--- config.mk ---
export PLATFORM = sky130hd
export DESIGN_NAME = fifo_wr_ctrl
export DESIGN_NICKNAME = d
export VERILOG_FILES = /design/src/rtl/fifo_wr_ctrl.sv
export SDC_FILE = /design/constraint.sdc
export NUM_CORES = 1
export LEC_CHECK = 0
export ABC_AREA = 1
export CAP_MARGIN = 10
export CORE_MARGIN = 2
export CORE_UTILIZATION = 33
export CTS_CLUSTER_SIZE = 14
export DETAILED_ROUTE_END_ITERATION = 8
export SYNTH_ARGS = -nofsm -noshare
export SYNTH_HDL_FRONTEND = slang
export SYNTH_SLANG_ARGS = --single-unit
--- constraint.sdc ---
create_clock -name clk -period 7 [get_ports clk]
set_input_delay 2.1 -clock clk [delete_from_list [all_inputs] [get_ports clk]]
set_output_delay 2.1 -clock clk [all_outputs]
set_load 0.01 [all_outputs]
--- src/rtl/fifo_wr_ctrl.sv ---
// Write-side controller for the asynchronous FIFO: binary/Gray write pointers,
// read-pointer synchronizer, and full / almost_full / level / overflow flags.
module fifo_wr_ctrl #(
  parameter int ADDR_WIDTH   = 5,
  parameter int SYNC_STAGES  = 2,
  parameter int AFULL_THRESH = 28
) (
  input  logic                  clk,
  input  logic                  rst,
  input  logic                  wr_en_i,
  input  logic [ADDR_WIDTH:0]   rd_gray_ptr_i,
  output logic                  mem_we_o,
  output logic [ADDR_WIDTH-1:0] wr_addr_o,
  output logic [ADDR_WIDTH:0]   wr_bin_ptr_o,
  output logic [ADDR_WIDTH:0]   wr_gray_ptr_o,
  output logic                  full_o,
  output logic                  almost_full_o,
  output logic [ADDR_WIDTH:0]   wr_level_o,
  output logic                  overflow_o
);

  localparam int PW = ADDR_WIDTH + 1;

  logic [PW-1:0] sync_q [SYNC_STAGES];
  logic [PW-1:0] rq;
  logic [PW-1:0] rq_bin;

  logic [PW-1:0] bin_q, bin_d;
  logic [PW-1:0] gray_q, gray_d;
  logic [PW-1:0] level_q, level_d;
  logic          full_q, full_d;
  logic          afull_q, afull_d;
  logic          ovf_q, ovf_d;
  logic          accept;

  // Plain flop chain: no logic may sit between stages of the CDC synchronizer.
  always_ff @(posedge clk or posedge rst) begin
    if (rst) begin
      for (int i = 0; i < SYNC_STAGES; i++) sync_q[i] <= '0;
    end else begin
      sync_q[0] <= rd_gray_ptr_i;
      for (int i = 1; i < SYNC_STAGES; i++) sync_q[i] <= sync_q[i-1];
    end
  end

  assign rq = sync_q[SYNC_STAGES-1];

  always_comb begin
    rq_bin = '0;
    for (int i = 0; i < PW; i++) rq_bin[i] = ^(rq >> i);
  end

  assign accept = wr_en_i & ~full_q & ~rst;

  always_comb begin
    bin_d   = bin_q + {{ADDR_WIDTH{1'b0}}, accept};
    gray_d  = bin_d ^ (bin_d >> 1);
    full_d  = (gray_d == {~rq[ADDR_WIDTH:ADDR_WIDTH-1], rq[ADDR_WIDTH-2:0]});
    level_d = bin_d - rq_bin;
    afull_d = (level_d >= PW'(AFULL_THRESH));
    ovf_d   = wr_en_i & full_q;
  end

  always_ff @(posedge clk or posedge rst) begin
    if (rst) begin
      bin_q   <= '0;
      gray_q  <= '0;
      level_q <= '0;
      full_q  <= 1'b0;
      afull_q <= 1'b0;
      ovf_q   <= 1'b0;
    end else begin
      bin_q   <= bin_d;
      gray_q  <= gray_d;
      level_q <= level_d;
      full_q  <= full_d;
      afull_q <= afull_d;
      ovf_q   <= ovf_d;
    end
  end

  assign mem_we_o      = accept;
  assign wr_addr_o     = bin_q[ADDR_WIDTH-1:0];
  assign wr_bin_ptr_o  = bin_q;
  assign wr_gray_ptr_o = gray_q;
  assign full_o        = full_q;
  assign almost_full_o = afull_q;
  assign wr_level_o    = level_q;
  assign overflow_o    = ovf_q;

endmodule
==> results by group <==
Floorplanning
  – Core area: 0.00441 sq mm
  – Starting Density: 34.8%
  – # rows: 24
  – Io pins: 36
  – Die area: 0.00521 sq mm
  – Die Ht: 72.2 um
  – Die Width: 72.2 um

Yosys
  – Synth top cells by count: nand2_1 (43), dfrtp_1 (32), inv_1 (19)
  – FFs w/ async S/R, synth: 100%
  – Synth unique cells: 23
  – Simple-gate portion of the synthesized area: 24.0%
  – Synth Flop Type: dfrtp_1
  – Top cells by area, synth: dfrtp_1 (52%), nand2_1 (11%), nand3_1 (5.2%), ha_1 (4.9%), inv_1 (4.6%)
  – Mean Syn Cell Area: 9.66 sq um
  – Synth Area in Adders: 6.19%
  – Seq/Total Area, Yosys: 52.2%
  – Largest family of logic cells by synthesized area: simple AND/OR/NAND/NOR gates
  – Synth Area in XOR/XNOR: 7.17%
  – Syn_nets: 175
  – Synth Area in Compound Gates: 2.69%
  – Most frequent cell after synthesis: nand2_1
  – Yosys top cell area share: 52.2%
  – Synth warn: 0
  – Post-synth EDFFs: 0
  – Gate Count Post-Synth: 159
  – Mux contribution to synthesized area: 0%
  – Synth area leader: dfrtp_1
  – Mapped Area: 0.00154 sq mm
  – Register bit total from synthesis: 32

Timing
  – Worst relative slew slack: 72.5%
  – Max-slew violation count: 0
  – RSZ-0062 raised after global routing: false
  – Final hold vios: 0
  – Crit share post-route: 77.5%
  – Slew @ Worst Pin: 0.411 ns
  – # setup viols final: 0
  – Clk_skew: 0.00732 ns
  – Fmax: 0.184 GHz
  – TNS Setup: 0 ns
  – Final min period: 5.42 ns

Pwr
  – Sequential power share: 31.1%
  – Pleak: 0.985 nW
  – Final Power: 914 uW
  – Int Pwr: 568 uW
  – Comb power frac: 52.6%
  – Net Switching: 346 uW
  – Peak VDD IR: 191 uV
  – PwrDens: 455 mW/mm^2
  – Switching share of power: 37.9%
  – Clk network pwr share: 16.3%

Critical path
  – Critical Path Most Common Cell: clkdlybuf4s50_1
  – R2R depth: 15
  – Worst Path Arrival: 3.32 ns
  – Slowest-stage cell, CP: clkdlybuf4s50_1
  – Crit path cell chain: clkdlybuf4s50_1, nand2_1, nor2_1, clkdlybuf4s50_1
  – Worst Setup SP: wr_en_i
  – Max incr delay on CP: 0.56 ns
  – CP Launch Type: input pin
  – Required time of the critical path: 4.90 ns
  – CP max FO: 2
  – Buf/Inv on CP: 2
  – Crit Reg-Reg Endpoint: almost_full_o
  – R2R Setup Slk: 4.53 ns
  – R2r startpoint: full_o
  – CP Capture Type: output port
  – Gate family responsible for the most delay along the worst path: buffers and inverters
  – Critical path class: in2out

Global routing
  – Global-route wire length before repair: 4.34 mm
  – Total gr overflow: 0
  – Antenna violations before repair: 0
  – Largest net degree at the start of global routing: 33
  – Number of global-route vias before repair: 969
  – GRT Overall Usage: 11.1%

Clocking
  – CTS clock-pin slew for the worst setup and hold paths: 0.06 ns
  – CTS sink cnt: 32
  – CTS Root Cell: clkbuf_8
  – Clk_lat worst skew: 0.28 ns
  – Total CTS buffers: 5
  – Hold Buf Count CTS: 0
  – Post-CTS sizing: 0
  – Post-CTS setup buffers: 0
  – Htree depth: 2
  – CTS tree: done
  – Clock Tree Buf Depth: 2

Drt
  – Via count: 1083
  – DRT Pass-1 Iters: 4
  – Initial DRC Count: 35
  – Vias/cell: 4.37
  – Final ANT Viol Nets: 0
  – DR WL/cell: 10.2 um
  – WL final: 2.52 mm
  – Drt drc: 0

Run
  – Number of max-cap violations: 0

Worst hold path
  – Min-Delay Path Depth: 0
  – HP Start: sync_q[9]
  – Hold endpoint: rq[3]
  – Hold Crit Class: reg2reg

Status
  – Status: finished, final reports clean

Finish
  – Layout cells sized above 1: 11.2%
  – Finished Layout Cells: 248
  – P&R area growth vs syn: 30.9%
  – Fill cells: 449
  – Number of diodes: 0
  – # nets final: 212

Placed design
  – Port-buffer cells: 35
  – Dpl hpwl: 1.91 mm
  – Final GP Congestion: 0.727
  – Placed Instances: 241
## through the flow
step / setup WS, ns / area, sq um / hold slack, ns / utilization (%)
6_report: 1.58 / 2010 / 0.346 / 45.5
5_1_grt: 1.54 / 2010 / 0.355 / 45.5
4_1_cts: 1.57 / 2010 / 0.348 / 45.5
3_5_place_dp: 1.57 / 1910 / 0.335 / 43.3
3_3_place_gp: 1.59 / 1910 / 0.332 / 43.3
2_1_floorplan: 1.78 / 1540 / 0.331 / -
## state kept, by name, indices dropped and copies added, names as in the netlist
name and cells:
rq 6, overflow_o 1, wr_gray_ptr_o 5, wr_bin_ptr_o 6, sync_q 6, full_o 1
almost_full_o 1, wr_level_o 6
## worst register-to-register path, delay by kind of cell, from the launching register on
family | cells | cell delay (ns)
AND/OR/NAND/NOR | 9 | 0.83
AO/OA/AOI/OAI | 1 | 0.23
adder cells (fa/ha/maj) | 3 | 0.79
flip-flops | 1 | 0.39
buffers and inverters | 2 | 0.15
## layout make-up
type / instances / area [sq um] / share of cell area (%)
Multi-Input combinational cell: 101 / 614 / 30.6
Timing Repair Buffer: 36 / 358 / 17.8
Clock buffer: 7 / 96.3 / 4.79
Inverter: 20 / 75.1 / 3.74
Sequential cell: 32 / 801 / 39.9
Tap cell: 52 / 65.1 / 3.24
## layer usage
layer  track usage (%)  wire length, um  share of wire [%]  vias to the layer above
li1                  -                -                  -                      566
met1              14.1             1200                 48                      480
met2              17.3             1130                 45                       30
met3              2.92              136                5.4                        7
met4              5.66               51                2.0                        0
met5                 0                0                  0                        -
## power groups by stage
stage	Combinational [mW]	Clock, mW	Sequential (mW)
after floorplan	0.287	0	0.312
after global placement	0.485	0	0.288
after detailed placement	0.487	0	0.288
after CTS	0.491	0.155	0.285
after global routing	0.542	0.166	0.293
final	0.481	0.149	0.284
## kinds of logic (layout without fill, tap and decap cells)
logic type | count (synthesis) | after routing
compound gates | 7 | 7
flops | 32 | 32
fa+ha+maj | 7 | 7
buf+inv | 26 | 63
simple gates | 77 | 77
xor+xnor | 10 | 10
## worst max-delay path by stage
stage,cells past startpoint,endpoint,slack (ns)
finish,4,mem_we_o,1.58
global route,5,mem_we_o,1.54
CTS,5,mem_we_o,1.57
detailed placement,5,mem_we_o,1.57
global placement,5,mem_we_o,1.59
floorplan,3,mem_we_o,1.78
## layout by cell type, fill, tap and decap left out
master / instances
o21ai_2: 1
nand2_1: 43
buf_4: 1
xnor2_1: 1
nand3b_1: 5
dfrtp_1: 32
inv_2: 1
nor2_4: 1
a21o_1: 1
ha_1: 6
nor2_2: 1
fa_1: 1
nand3_1: 16
xnor2_2: 3
nand2_2: 5
clkbuf_8: 7
inv_1: 19
nor2_1: 2
a21oi_1: 4
and2_1: 1
nand4_1: 1
o21ai_0: 1
nand3_2: 2
xor2_1: 6
clkdlybuf4s50_1: 35
Power figures use the tool's default switching activity.
